--- src/rtl/uart_tx_stream.sv ---
// Buffered UART transmitter: valid/ready stream into a FIFO, frames
// serialised back-to-back with configurable data width, parity and stop bits.
//
// state    | meaning
// ---------+----------------------------------------------------------
// S_IDLE   | line high, waiting for the FIFO to hold a word
// S_START  | start bit (tx = 0) for TICKS cycles
// S_DATA   | data bits, LSB first, TICKS cycles each
// S_PARITY | parity bit for TICKS cycles (never entered when PARITY = 0)
// S_STOP   | stop bit(s), tx = 1 for STOP_BITS * TICKS cycles
module uart_tx_stream #(
  parameter int CLK_FREQ   = 50000000,
  parameter int BAUDRATE   = 115200,
  parameter int DATA_BITS  = 8,
  parameter int PARITY     = 0,
  parameter int STOP_BITS  = 1,
  parameter int FIFO_DEPTH = 16
) (
  input  logic                        clk,
  input  logic                        rst_n,
  input  logic [DATA_BITS-1:0]        s_data,
  input  logic                        s_valid,
  output logic                        s_ready,
  output logic                        tx,
  output logic                        busy,
  output logic                        tx_done,
  output logic [$clog2(FIFO_DEPTH):0] fifo_count
);

  localparam int TICKS      = CLK_FREQ / BAUDRATE;
  localparam int STOP_TICKS = STOP_BITS * TICKS;
  localparam int CW         = $clog2(STOP_TICKS);
  localparam int AW         = $clog2(FIFO_DEPTH);
  localparam int CNTW       = AW + 1;
  localparam int BW         = $clog2(DATA_BITS);

  // Baud counter is a down-counter; a bit ends when it reaches zero.
  localparam logic [CW-1:0]   BIT_LOAD  = CW'(TICKS - 1);
  localparam logic [CW-1:0]   STOP_LOAD = CW'(STOP_TICKS - 1);
  localparam logic [BW-1:0]   LAST_BIT  = BW'(DATA_BITS - 1);
  localparam logic [CNTW-1:0] FULL      = CNTW'(FIFO_DEPTH);

  typedef enum logic [2:0] {
    S_IDLE,
    S_START,
    S_DATA,
    S_PARITY,
    S_STOP
  } state_t;

  logic [DATA_BITS-1:0] r_mem [FIFO_DEPTH];
  logic [AW-1:0]        r_wptr;
  logic [AW-1:0]        r_rptr;
  logic [CNTW-1:0]      r_count;
  logic                 r_ready;

  state_t               r_state;
  logic [CW-1:0]        r_baud;
  logic [BW-1:0]        r_bit;
  logic [DATA_BITS-1:0] r_shift;
  logic                 r_par;
  logic                 r_tx;
  logic                 r_done;

  state_t               w_state_nxt;
  logic [CW-1:0]        w_baud_nxt;
  logic [BW-1:0]        w_bit_nxt;
  logic                 w_tx_nxt;
  logic                 w_done_nxt;
  logic                 w_pop;
  logic                 w_shift;
  logic                 w_push;
  logic                 w_tc;
  logic                 w_has_word;
  logic [CNTW-1:0]      w_count_nxt;
  logic [DATA_BITS-1:0] w_head;
  logic                 w_head_par;

  assign w_push     = s_valid && r_ready;
  assign w_has_word = (r_count != '0);
  assign w_tc       = (r_baud == '0);
  assign w_head     = r_mem[r_rptr];
  // Odd parity makes the total number of ones odd, even makes it even.
  assign w_head_par = (PARITY == 1) ? ~^w_head : ^w_head;

  // FIFO occupancy after this edge's push/pop.
  always_comb begin
    w_count_nxt = r_count;
    if (w_push && !w_pop) begin
      w_count_nxt = r_count + CNTW'(1);
    end else if (!w_push && w_pop) begin
      w_count_nxt = r_count - CNTW'(1);
    end
  end

  // FIFO storage; contents need no reset because the pointers define validity.
  always_ff @(posedge clk) begin
    if (w_push) begin
      r_mem[r_wptr] <= s_data;
    end
  end

  // FIFO pointers, occupancy and the registered ready.
  always_ff @(posedge clk or negedge rst_n) begin
    if (!rst_n) begin
      r_wptr  <= '0;
      r_rptr  <= '0;
      r_count <= '0;
      r_ready <= 1'b1;
    end else begin
      if (w_push) r_wptr <= r_wptr + AW'(1);
      if (w_pop)  r_rptr <= r_rptr + AW'(1);
      r_count <= w_count_nxt;
      r_ready <= (w_count_nxt < FULL);
    end
  end

  // Next-state, next line value and FIFO pop for the frame sequencer.
  always_comb begin
    w_state_nxt = r_state;
    w_baud_nxt  = w_tc ? '0 : r_baud - CW'(1);
    w_bit_nxt   = r_bit;
    w_tx_nxt    = r_tx;
    w_done_nxt  = 1'b0;
    w_pop       = 1'b0;
    w_shift     = 1'b0;
    case (r_state)
      S_IDLE: begin
        if (w_has_word) begin
          w_pop       = 1'b1;
          w_tx_nxt    = 1'b0;
          w_baud_nxt  = BIT_LOAD;
          w_state_nxt = S_START;
        end
      end
      S_START: begin
        if (w_tc) begin
          w_tx_nxt    = r_shift[0];
          w_bit_nxt   = '0;
          w_baud_nxt  = BIT_LOAD;
          w_state_nxt = S_DATA;
        end
      end
      S_DATA: begin
        if (w_tc) begin
          if (r_bit == LAST_BIT) begin
            if (PARITY != 0) begin
              w_tx_nxt    = r_par;
              w_baud_nxt  = BIT_LOAD;
              w_state_nxt = S_PARITY;
            end else begin
              w_tx_nxt    = 1'b1;
              w_baud_nxt  = STOP_LOAD;
              w_state_nxt = S_STOP;
            end
          end else begin
            w_shift    = 1'b1;
            w_tx_nxt   = r_shift[1];
            w_bit_nxt  = r_bit + BW'(1);
            w_baud_nxt = BIT_LOAD;
          end
        end
      end
      S_PARITY: begin
        if (w_tc) begin
          w_tx_nxt    = 1'b1;
          w_baud_nxt  = STOP_LOAD;
          w_state_nxt = S_STOP;
        end
      end
      S_STOP: begin
        if (w_tc) begin
          w_done_nxt = 1'b1;
          // A queued word starts its start bit on this same edge.
          if (w_has_word) begin
            w_pop       = 1'b1;
            w_tx_nxt    = 1'b0;
            w_baud_nxt  = BIT_LOAD;
            w_state_nxt = S_START;
          end else begin
            w_state_nxt = S_IDLE;
          end
        end
      end
      default: begin
        w_tx_nxt    = 1'b1;
        w_state_nxt = S_IDLE;
      end
    endcase
  end

  // Sequencer state, baud/bit counters, shift register and line outputs.
  always_ff @(posedge clk or negedge rst_n) begin
    if (!rst_n) begin
      r_state <= S_IDLE;
      r_baud  <= '0;
      r_bit   <= '0;
      r_shift <= '0;
      r_par   <= 1'b0;
      r_tx    <= 1'b1;
      r_done  <= 1'b0;
    end else begin
      r_state <= w_state_nxt;
      r_baud  <= w_baud_nxt;
      r_bit   <= w_bit_nxt;
      r_tx    <= w_tx_nxt;
      r_done  <= w_done_nxt;
      if (w_pop) begin
        r_shift <= w_head;
        r_par   <= w_head_par;
      end else if (w_shift) begin
        r_shift <= r_shift >> 1;
      end
    end
  end

  assign s_ready    = r_ready;
  assign tx         = r_tx;
  assign busy       = (r_state != S_IDLE);
  assign tx_done    = r_done;
  assign fifo_count = r_count;

endmodule

--- config.mk ---
export PLATFORM = sky130hd
export DESIGN_NAME = uart_tx_stream
export DESIGN_NICKNAME = d
export VERILOG_FILES = /design/src/rtl/uart_tx_stream.sv
export SDC_FILE = /design/constraint.sdc
export NUM_CORES = 1
export LEC_CHECK = 0
export CORE_UTILIZATION = 60
export DETAILED_ROUTE_END_ITERATION = 8
export HOLD_SLACK_MARGIN = 0.15
export PLACE_DENSITY_LB_ADDON = 0.08
export SETUP_SLACK_MARGIN = 0.05
export SYNTH_ARGS = -nofsm -noshare
export SYNTH_HDL_FRONTEND = slang
export SYNTH_SLANG_ARGS = --single-unit
--- constraint.sdc ---
create_clock -name clk -period 6.8 [get_ports clk]
set_input_delay 1.36 -clock clk [delete_from_list [all_inputs] [get_ports clk]]
set_output_delay 1.36 -clock clk [all_outputs]
set_load 0.1 [all_outputs]
# Yosys cells after proc, flatten, opt, wreduce, memory -nomap -nowiden
# Memories as Yosys holds them, arrays and structs flattened.
# Cells that the tools add are included.
# word_totals
regBits,39
ram_bits,128
output_inout_bits,9
mem_count,1
# mem_list
name,depth,width,read_ports,rd_clocked_by_memory_dff,wr,line,text
r_mem,16,8,1,0,1,51,logic [DATA_BITS-1:0] r_mem [FIFO_DEPTH];
# op_classes
addsub,6
order_cmp,1
eq_ne,12
muxes,38
n_reduce_logical,15
# ops
operator,count
two-way mux 9 bit,4
two-way mux 3 bit,9
one-hot mux 9 bit (3 select lines),1
two-way mux 1 bit,16
two-way mux 8 bit,2
one-hot mux 3 bit (5 select lines),1
!= test 2 bit (second input constant),7
two-way mux 5 bit,2
logical NOT 9 bit,1
subtractor 9 x 1 -> 9 bit (second input constant),1
adder 4 x 1 -> 4 bit (second input constant),2
AND reduction 4 bit,2
== test 3 x 2 -> 1 bit (second input constant),2
== test 3 bit (second input constant),2
one-hot mux 3 bit (2 select lines),1
AND reduction 6 bit,1
adder 5 x 1 -> 5 bit (second input constant),1
less-than comparator 5 bit (second input constant),1
one-hot mux 1 bit (5 select lines),1
nonzero test 5 bit,1
subtractor 5 x 1 -> 5 bit (second input constant),1
nonzero test 2 bit,2
adder 3 x 1 -> 3 bit (second input constant),1
== test 3 x 1 -> 1 bit (second input constant),1
6 further kinds,9

# Longest topological paths before layout
# depth
depth_word,8
mapped_depth,13

# Least setup slack after synthesis
# OpenSTA, ideal clock, no wires.
# synth_path
path_type,register -> register
from,"reg r_count[1], in the netlist fifo_count[1]"
to,"reg r_count[1], in the netlist fifo_count[1]"
setup_ps,82
arrival_ps,3094
required_ps,6718
setup_slack_ps,3623
path_stages_with_launch,12
path_buffers,2
synth_period_minus_slack_ps,3177
path_cell_list,dfrtp_1 -> inv_1 -> ha_1 -> nor4b_1 -> nor2_2 -> and2_1 -> buf_6 -> inv_4 -> ha_1 -> clkbuf_1 -> or4_4 -> a22oi_2
# synth_between
elab_chain_len,7
word_cells_on_any_way,11
# synth_rtl
item,line,text
start: declaration,54,logic [CNTW-1:0] r_count;
start signal: assignment,113,r_count <= w_count_nxt;
nonzero test 5 bit,80,assign w_has_word = (r_count != '0);
two-way mux 1 bit,"129, 175",
two-way mux 1 bit,172,if (w_tc) begin
one-hot mux 1 bit (2 select lines),127,case (r_state)
logical AND 1 bit / logical NOT 1 bit (equally long branches),"91, 89",
two-way mux 5 bit / logical AND 1 bit (equally long branches),"91, 89",
two-way mux 5 bit *,89,if (w_push && !w_pop) begin
# Every way passes the cells marked *; elsewhere a longest branch is shown, timed or not.
# A chain may end at the register's enable or synchronous reset.

# Final worst setup path
# layout_path
from,reg r_state[2]
to,out busy
# layout_between
elab_chain_len,1
# layout_rtl
item,line,text
start: declaration,57,state_t r_state;
start signal: assignment,203,r_state <= w_state_nxt;
nonzero test 3 bit,219,assign busy = (r_state != S_IDLE);
end: declaration,25,"output logic busy,"
# No other way between the ends.

==> impl_metrics.toml <==
[yosys]
yosys.area.top_type = "edfxtp_1"
synth_flop_cell = "edfxtp_1"
netlist_top_cells_area = "edfxtp_1 (55%), dfrtp_1 (13%), mux4_2 (10%)"
yosysMostFrequentCell = "edfxtp_1"
synthTopCellsByCount = "edfxtp_1 (128), dfrtp_1 (37), mux4_2 (32), nor2_1 (26), nand2_1 (25)"
synth_top_cell_area_share_pct = 55.0
syn-mean-instance-area_um2 = 16.5
yosysSeqAreaShare_pct = 69.0
synthCells = 423
yosys_warnings = 0
synth-edff-count = 128
ys_types = 50
syn-num-nets = 448
ys_ff_latch = 167
synthArstFlopShare_pct = 23.4
syn_area_mm2 = 0.00699

[finish]
fin_nets = 466
fillers = 746
final_core_util_pct = 69.3
drive_gt1_share_pct = 18.3
area_growth_pct = 12.6
fin_cells = 597
n_antenna_cell = 0

[sta]
hold_viol = 0
whs_ns = 0.504
tightest_slew_ns = 1.13
finalMaxSlewViolations = 0
fmax_mhz = 272
finalSetupViolations = 0
slew-limit-headroom_pct = 24.2
setup_ws_ns = 3.12
clock_skew_ns = 0.0114
finalCritPeriodShare_pct = 54.1
period_needed_ns = 3.68
grt_setup_unrepaired = "false"
finalSetupTns_ns = 0

[clock_tree]
cts_tree = "done"
numCtsBuffers = 17
ctsResizeCount = 0
cts.sinks = 167
clock-root-buffer = "clkbuf_16"
cts_hold_buffers = 0
cts_buffer_depth = 2
clk_pin_slew_ns = 0.06
post-cts-setup-buffers = 0
cts_max_level = 4
clock_latency_ns = 0.42

[die]
io_pins = 20
dieWidth_um = 110
die_height_um = 110
fp.dieArea_mm2 = 0.0121
row_count = 39
core_mm2 = 0.0114
start_util_pct = 61.5

[global_routing]
overflow = 0
grt_max_degree = 40
grt_busiest_layer = "met2"
grt_pass1_wl_um = 19500
use_met3_pct = 6.64
grt_pass1_vias = 3579
grt_antenna_before_repair = 0
use_met1_pct = 31.4
gr-usage-met2_pct = 37.1
grt_usage_pct = 23.6

[setup_path]
critPathCaptureType = "output pin"
cp.required_ns = 5.44
max_stage_delay_ns = 0.97
crit_slowest_cell = "clkdlybuf4s50_1"
crit_chain = "or3_1 -> clkdlybuf4s50_1"
arrival_ns = 2.32
cp-start-kind = "flop"
path_class = "flop to output pin"
cp_max_fo = 10
setup.worst_path.start = "r_state[2]"
reg2reg_from = "r_baud[0]"

[power]
powerDensity_mw_per_mm2 = 309
vdd_drop_max_mv = 0.277
power.leakage_nw = 2.66

[placed_design]
dp_slack_ns = 3.10
port_buffers = 19
gp_congestion = 0.805
dpl.cell_count = 565
hpwl_um = 8080

[route]
drtAntennaViolNets = 0
firstDrtPassIters = 4
drc = 0
routed_via_density = 6.06
via_count = 3618
wl_um = 12700
drt_iter0_markers = 392
wl_per_cell_um = 21.4

[job]
maxCapViolCount = 0

[status]
status = "finished, final reports clean"

[min_path]
hp-class = "flop to flop"
==> final timing paths <==
path / cells after the start / slack [ns] / endpoint
max: 2 / 3.12 / busy
min: 1 / 0.50 / s_ready
max reg2reg: 9 / 3.89 / fifo_count[1]
min reg2reg: 1 / 0.50 / s_ready
max in group asynchronous: 1 / 5.16 / r_rptr[2]
min in group asynchronous: 1 / 1.05 / fifo_count[3]
==> layout make-up <==
type	instances	area, µm²	share of cell area (%)
Clock buffer	22	464	5.89
Clock inverter	10	143	1.81
Inverter	12	47.5	0.604
Multi-Input combinational cell	222	2020	25.6
Sequential cell	167	4820	61.2
Tap cell	143	179	2.27
Timing Repair Buffer	21	200	2.54
==> critical path: cells and delay by family, from the launching register on <==
kind / cells / cell delay [ns]
buffers and inverters: 1 / 0.97
DFF: 1 / 0.50
and+or+nand+nor: 1 / 0.41
==> power breakdown <==
| group | switching [W] | internal (W) |
|---|---|---|
| Combinational | 0.000147 | 0.0000644 |
| Sequential | 0.0000457 | 0.00120 |
| Clock | 0.000379 | 0.000600 |
==> cell families after synthesis <==
group,after synthesis,share of synthesized area (%)
mux,53,13.4
flops,167,69.0
compound gates,57,5.33
simple gates,88,6.35
fa+ha+maj,14,2.50
buf+inv,34,2.16
xor+xnor,10,1.25
==> registers in the layout, summed over array words and instances, names as in the netlist, 3 cells and up, named ones only <==
register	flops
r_state	3
fifo_count	4
r_rptr	4
r_baud	9
r_bit	3
r_mem	128
r_wptr	4
r_shift	8
==> through the flow <==
stage	power (W)	instance area, µm²
5_1_grt	0.00252	7880
4_1_cts	0.00245	7880
6_report	0.00243	7880
2_1_floorplan	0.00139	6990
3_5_place_dp	0.00147	7270
3_3_place_gp	0.00147	7270
==> metal layers <==
| metal | part of all wire (%) | vias to the layer above |
|---|---|---|
| met3 | 4.5 | 16 |
| met2 | 50 | 88 |
| li1 | - | 1680 |
| met5 | 0 | - |
| met1 | 44 | 1834 |
| met4 | 1.9 | 0 |
==> placed cells by master (no fill, tap or decap), types with 8 or more instances in the layout <==
cell type / count
a21oi_1: 12
clkbuf_16: 17
clkdlybuf4s50_1: 18
dfrtp_1: 36
edfxtp_1: 128
ha_1: 14
inv_1: 11
mux2i_1: 14
mux4_2: 32
nand2_1: 25
nor2_1: 26
o21ai_0: 16
o22ai_1: 8
xnor2_1: 8
Note: power is estimated with default switching activity, not from simulation.
==> patch 1, RTL diff (config.mk and constraints unchanged) <==
Reset style: synchronous (`rst_n`), changed in 2 clocked blocks.
--- a/src/rtl/uart_tx_stream.sv
+++ b/src/rtl/uart_tx_stream.sv
@@ -102,5 +102,5 @@
 
   // FIFO pointers, occupancy and the registered ready.
-  always_ff @(posedge clk or negedge rst_n) begin
+  always_ff @(posedge clk) begin
     if (!rst_n) begin
       r_wptr  <= '0;
@@ -191,5 +191,5 @@
 
   // Sequencer state, baud/bit counters, shift register and line outputs.
-  always_ff @(posedge clk or negedge rst_n) begin
+  always_ff @(posedge clk) begin
     if (!rst_n) begin
       r_state <= S_IDLE;
Function: differs if rst_n is asserted again (counterexample within 4 cycles, from zero or initial values and one cycle with rst_n low); with rst_n held inactive, the same outputs for 10 cycles.
==> patch 1 against the unedited design <==
  * Count of clock-buffer cells in the layout rose by 1
  * Critical path depth did not move
  * Wire length rose by 7.7%
  * Synthesized area rose by 0.97%
  * Sequential cell count rose by 4
  * Cell area fell by 0.13%
  * Worst setup slack improved by 0.031 ns
  * Synthesized cell count rose by 15%
  * Critical path type unchanged
Power is not compared: it rests on default switching activity, and its combinational part moved more than twofold at a synthesized area within 25%.
==> patch 1: results (changes against the unedited design) <==
* Status: finished clean (unchanged)
* Synth unique cells at 56 (was 50)
* Data buffer area share at 2.609% (was 2.542%)
* Post-synth top cells: edfxtp_1 (128), dfxtp_1 (43), nor2_1 (38), nand2_1 (31), mux4_2 (22) (was edfxtp_1 (128), dfrtp_1 (37), mux4_2 (32), nor2_1 (26), nand2_1 (25))
* Clock root buffer: clkbuf_16 (unchanged)
* Switch Pwr at 965.8 µW
* Placed Instances at 623 (was 565)
* WP data arrival at 2.29 ns (was 2.32 ns)
* Worst slew pin tran at 1.321 ns (was 1.128 ns)
* Htree depth at 4 (unchanged)
* Inverters at 15 (was 12)
* Worst Skew at 0.01457 ns (was 0.01142 ns)
* FF/Latch Area at 4706 µm² (was 4823 µm²)
* Clock buffers at 23 (was 22)
* Gr usage total at 24.24% (was 23.64%)
* Fin util at 68.60% (was 69.27%)
* Syn_area_per_cell at 14.56 µm² (was 16.53 µm²)
* Crit Path Max Fanout at 12 (was 10)
* Leak at 2.599 nW
* Synthesis Warnings at 0 (unchanged)
* Post-Syn Nets at 509 (was 448)
* Vias in the first global route at 3916 (was 3579)
* Seq/Total Area, Yosys at 66.63% (was 68.96%)
* Pre-CTS setup slack at 3.038 ns (was 3.105 ns)
* Remaining Overflow, GRT at 0 (unchanged)
* Non-clk bufs at 21 (unchanged)
* Die boundary width at 110.5 µm (was 110.0 µm)
* Share of cells above drive strength 1 at 14.06% (was 18.28%)
* Post-layout nets at 523 (was 466)
* Multi-input combinational cell area at 2173 µm² (was 2019 µm²)
* Hold Worst Slack at 0.4698 ns (was 0.5035 ns)
* Hpwl dp at 8946 µm (was 8079 µm)
* Final Non-Filler Cells at 655 (was 597)
* Layout clock area frac at 6.919% (was 7.705%)
* First-pass GRT wire length at 21580 µm (was 19530 µm)
* Comb_multi_in at 273 (was 222)
* Initial DRC count at 405 (was 392)
* Fillers at 740 (was 746)
* GP Congestion at 0.7952 (was 0.8048)
* Sequential cell count at 171 (was 167)
* Area after DPL at 7322 µm² (was 7269 µm²)
* Antenna cells at 0 (unchanged)
* Post-synth ARST share at 0% (was 23.35%)
* Largest net degree at the start of global routing at 44 (was 40)
* Initial antenna violation count at 0 (unchanged)
* CTS resizes at 0 (unchanged)
* Routed WL per cell at 20.96 µm (was 21.36 µm)
* Ranking of synthesized cells by area: edfxtp_1 (54%), dfxtp_1 (12%), mux4_2 (7.0%) (was edfxtp_1 (55%), dfrtp_1 (13%), mux4_2 (10%))
* DR vias at 4067 (was 3618)
[patch 1: metal layers]
metal	track usage (%)	vias up	part of all wire, %
met5	0	-	0
met4	9.333	0	2.2
met3	6.202	21	5.3
met2	36.85	122	49
met1	33.87	2026	44
li1	-	1898	-
[patch 1: logic make-up (layout without fill, tap and decap cells)]
family          Yosys count  after routing  share of synthesized area [%]
compound gates           77             77                          7.426
mux                      52             52                          11.45
simple gates            120            120                          8.240
xor+xnor                 11             11                          1.364
fa+ha+maj                13             13                          2.304
flops                   171            171                          66.63
buf+inv                  41             68                          2.587
[patch 1: worst max-delay path, cell delays in order (launching register included)]
cell and delay (ns):
dfxtp_1 0.54, or3_1 0.19, clkdlybuf4s50_1 1.13
[patch 1: worst paths after layout]
check                                 from            end  slack (ns)  cells past startpoint
worst max-delay path            r_state[2]           busy        3.15                      2
worst min-delay path                    tx             tx        0.47                      2
worst max register to register   r_baud[0]  fifo_count[3]        3.24                     11
worst min register to register          tx             tx        0.47                      2
==> patch 2, RTL diff (same settings) <==
Made on the original files. The parameter `PARITY` goes from 0 to 1. Comments in the files are not updated.
--- a/src/rtl/uart_tx_stream.sv
+++ b/src/rtl/uart_tx_stream.sv
@@ -13,5 +13,5 @@
   parameter int BAUDRATE   = 115200,
   parameter int DATA_BITS  = 8,
-  parameter int PARITY     = 0,
+  parameter int PARITY     = 1,
   parameter int STOP_BITS  = 1,
   parameter int FIFO_DEPTH = 16
Formal check against the unedited RTL: no difference found for any inputs over 10 cycles, from zero or initial values and one cycle with rst_n low; that may be too few to reach the edited logic, so the function may still have changed.
==> patch 2 against the unedited design <==
  * Die area increased by 1.5%
  * Synthesized area increased by 1.5%
  * Total power increased by 1.5%
  * Worst setup slack got worse by 0.041 ns
  * Wire length increased by 2.1%
  * Synthesized cell count increased by 4.5%
  * Sequential cell count increased by 1
  * Maximum frequency decreased by 1.1%
  * Cell area increased by 1.1%
  * First-iteration DRC count decreased by 29%
==> patch 2: results (changes against the unedited design) <==
* Status: finished clean (unchanged)
* GP Congestion at 0.8078 (was 0.8048)
* 1st-pass router iterations at 5 (was 4)
* Synth unique cells at 49 (was 50)
* Met3 wire length at 684 µm (was 572 µm)
* Met2 wire len at 6626 µm (was 6343 µm)
* Ranking of synthesized cells by area: edfxtp_1 (54%), dfrtp_1 (13%), mux4_2 (9.5%) (was edfxtp_1 (55%), dfrtp_1 (13%), mux4_2 (10%))
* Via-per-instance ratio at 6.065 (was 6.060)
* Initial DRC count at 278 (was 392)
* Leak at 2.799 nW (was 2.660 nW)
* Share of cells above drive strength 1 at 14.53% (was 18.28%)
* Crit Path Max Fanout at 13 (was 10)
* Peak supply drop at 366.0 µV (was 277.2 µV)
* WP data arrival at 2.36 ns (was 2.32 ns)
* Normalized max-slew margin at 22.08% (was 24.22%)
* Pint at 1.864 mW (was 1.860 mW)
* Vias in the first global route at 3747 (was 3579)
* Synth Area in Adders at 2.467% (was 2.505%)
* Post-Syn Nets at 467 (was 448)
* Compound-Gate Fraction of Synth Area at 6.063% (was 5.332%)
* Xor and xnor area share after synthesis at 2.415% (was 1.252%)
* Largest net degree at the start of global routing at 41 (was 40)
* Routed WL per cell at 21.07 µm (was 21.36 µm)
* Post-synth ARST share at 23.81% (was 23.35%)
* Met3 track demand over resource at 6.998% (was 6.639%)
* Met2 Use GR at 38.55% (was 37.10%)
* Seq/Total Area, Yosys at 68.28% (was 68.96%)
* Fraction of synthesized area in multiplexers at 11.74% (was 13.44%)
* First-pass GRT wire length at 20760 µm (was 19530 µm)
* Hpwl dp at 8467 µm (was 8079 µm)
* Post-layout nets at 487 (was 466)
==> patch 2: worst register-to-register path: stages, from the launching register on <==
cell and delay [ns]:
dfrtp_1 0.43, inv_1 0.14, ha_1 0.16, nor4b_1 0.58, nor3_1 0.17, and2_1 0.33
inv_2 0.29, ha_1 0.40, inv_1 0.14, nand2_1 0.10, o21ai_0 0.14, a21oi_1 0.17
a31oi_1 0.05
==> patch 2: cell type report <==
class,count,area [µm²]
Sequential cell,168,4848
Fill cell,763,3505
Multi-Input combinational cell,242,2093
Clock buffer,19,432.9
Timing Repair Buffer,21,200.2
Tap cell,143,178.9
Clock inverter,13,163.9
Inverter,12,45.04
==> patch 2: metrics by stage <==
step,area [µm²],std cells,hold WS (ns),setup slack (ns)
2_1_floorplan,7099,442,0.4553,3.095
3_3_place_gp,7366,586,0.4865,3.144
3_5_place_dp,7366,586,0.4866,3.046
4_1_cts,7963,618,0.4999,3.076
5_1_grt,7963,618,0.5222,3.012
6_report,7963,618,0.4965,3.082
==> patch 2: worst paths after layout <==
check / cells past startpoint / end / start / slack (ns)
worst max-delay path: 2 / busy / r_state[2] / 3.08
max in group asynchronous: 1 / r_rptr[0] / rst_n / 5.07
worst max register to register: 12 / flop / fifo_count[0] / 3.59
min in group asynchronous: 1 / fifo_count[1] / rst_n / 1.08
worst min register to register: 2 / r_par / r_par / 0.50
worst min-delay path: 2 / r_par / r_par / 0.50
==> patch 2: power by group through the flow <==
| stage | clock (mW) | combinational, mW | sequential [mW] |
|---|---|---|---|
| floorplan | 0 | 0.151 | 1.28 |
| finish | 0.971 | 0.249 | 1.25 |
| global placement | 0 | 0.246 | 1.26 |
| CTS | 0.985 | 0.253 | 1.25 |
| detailed placement | 0 | 0.252 | 1.27 |
| global route | 1.03 | 0.274 | 1.26 |
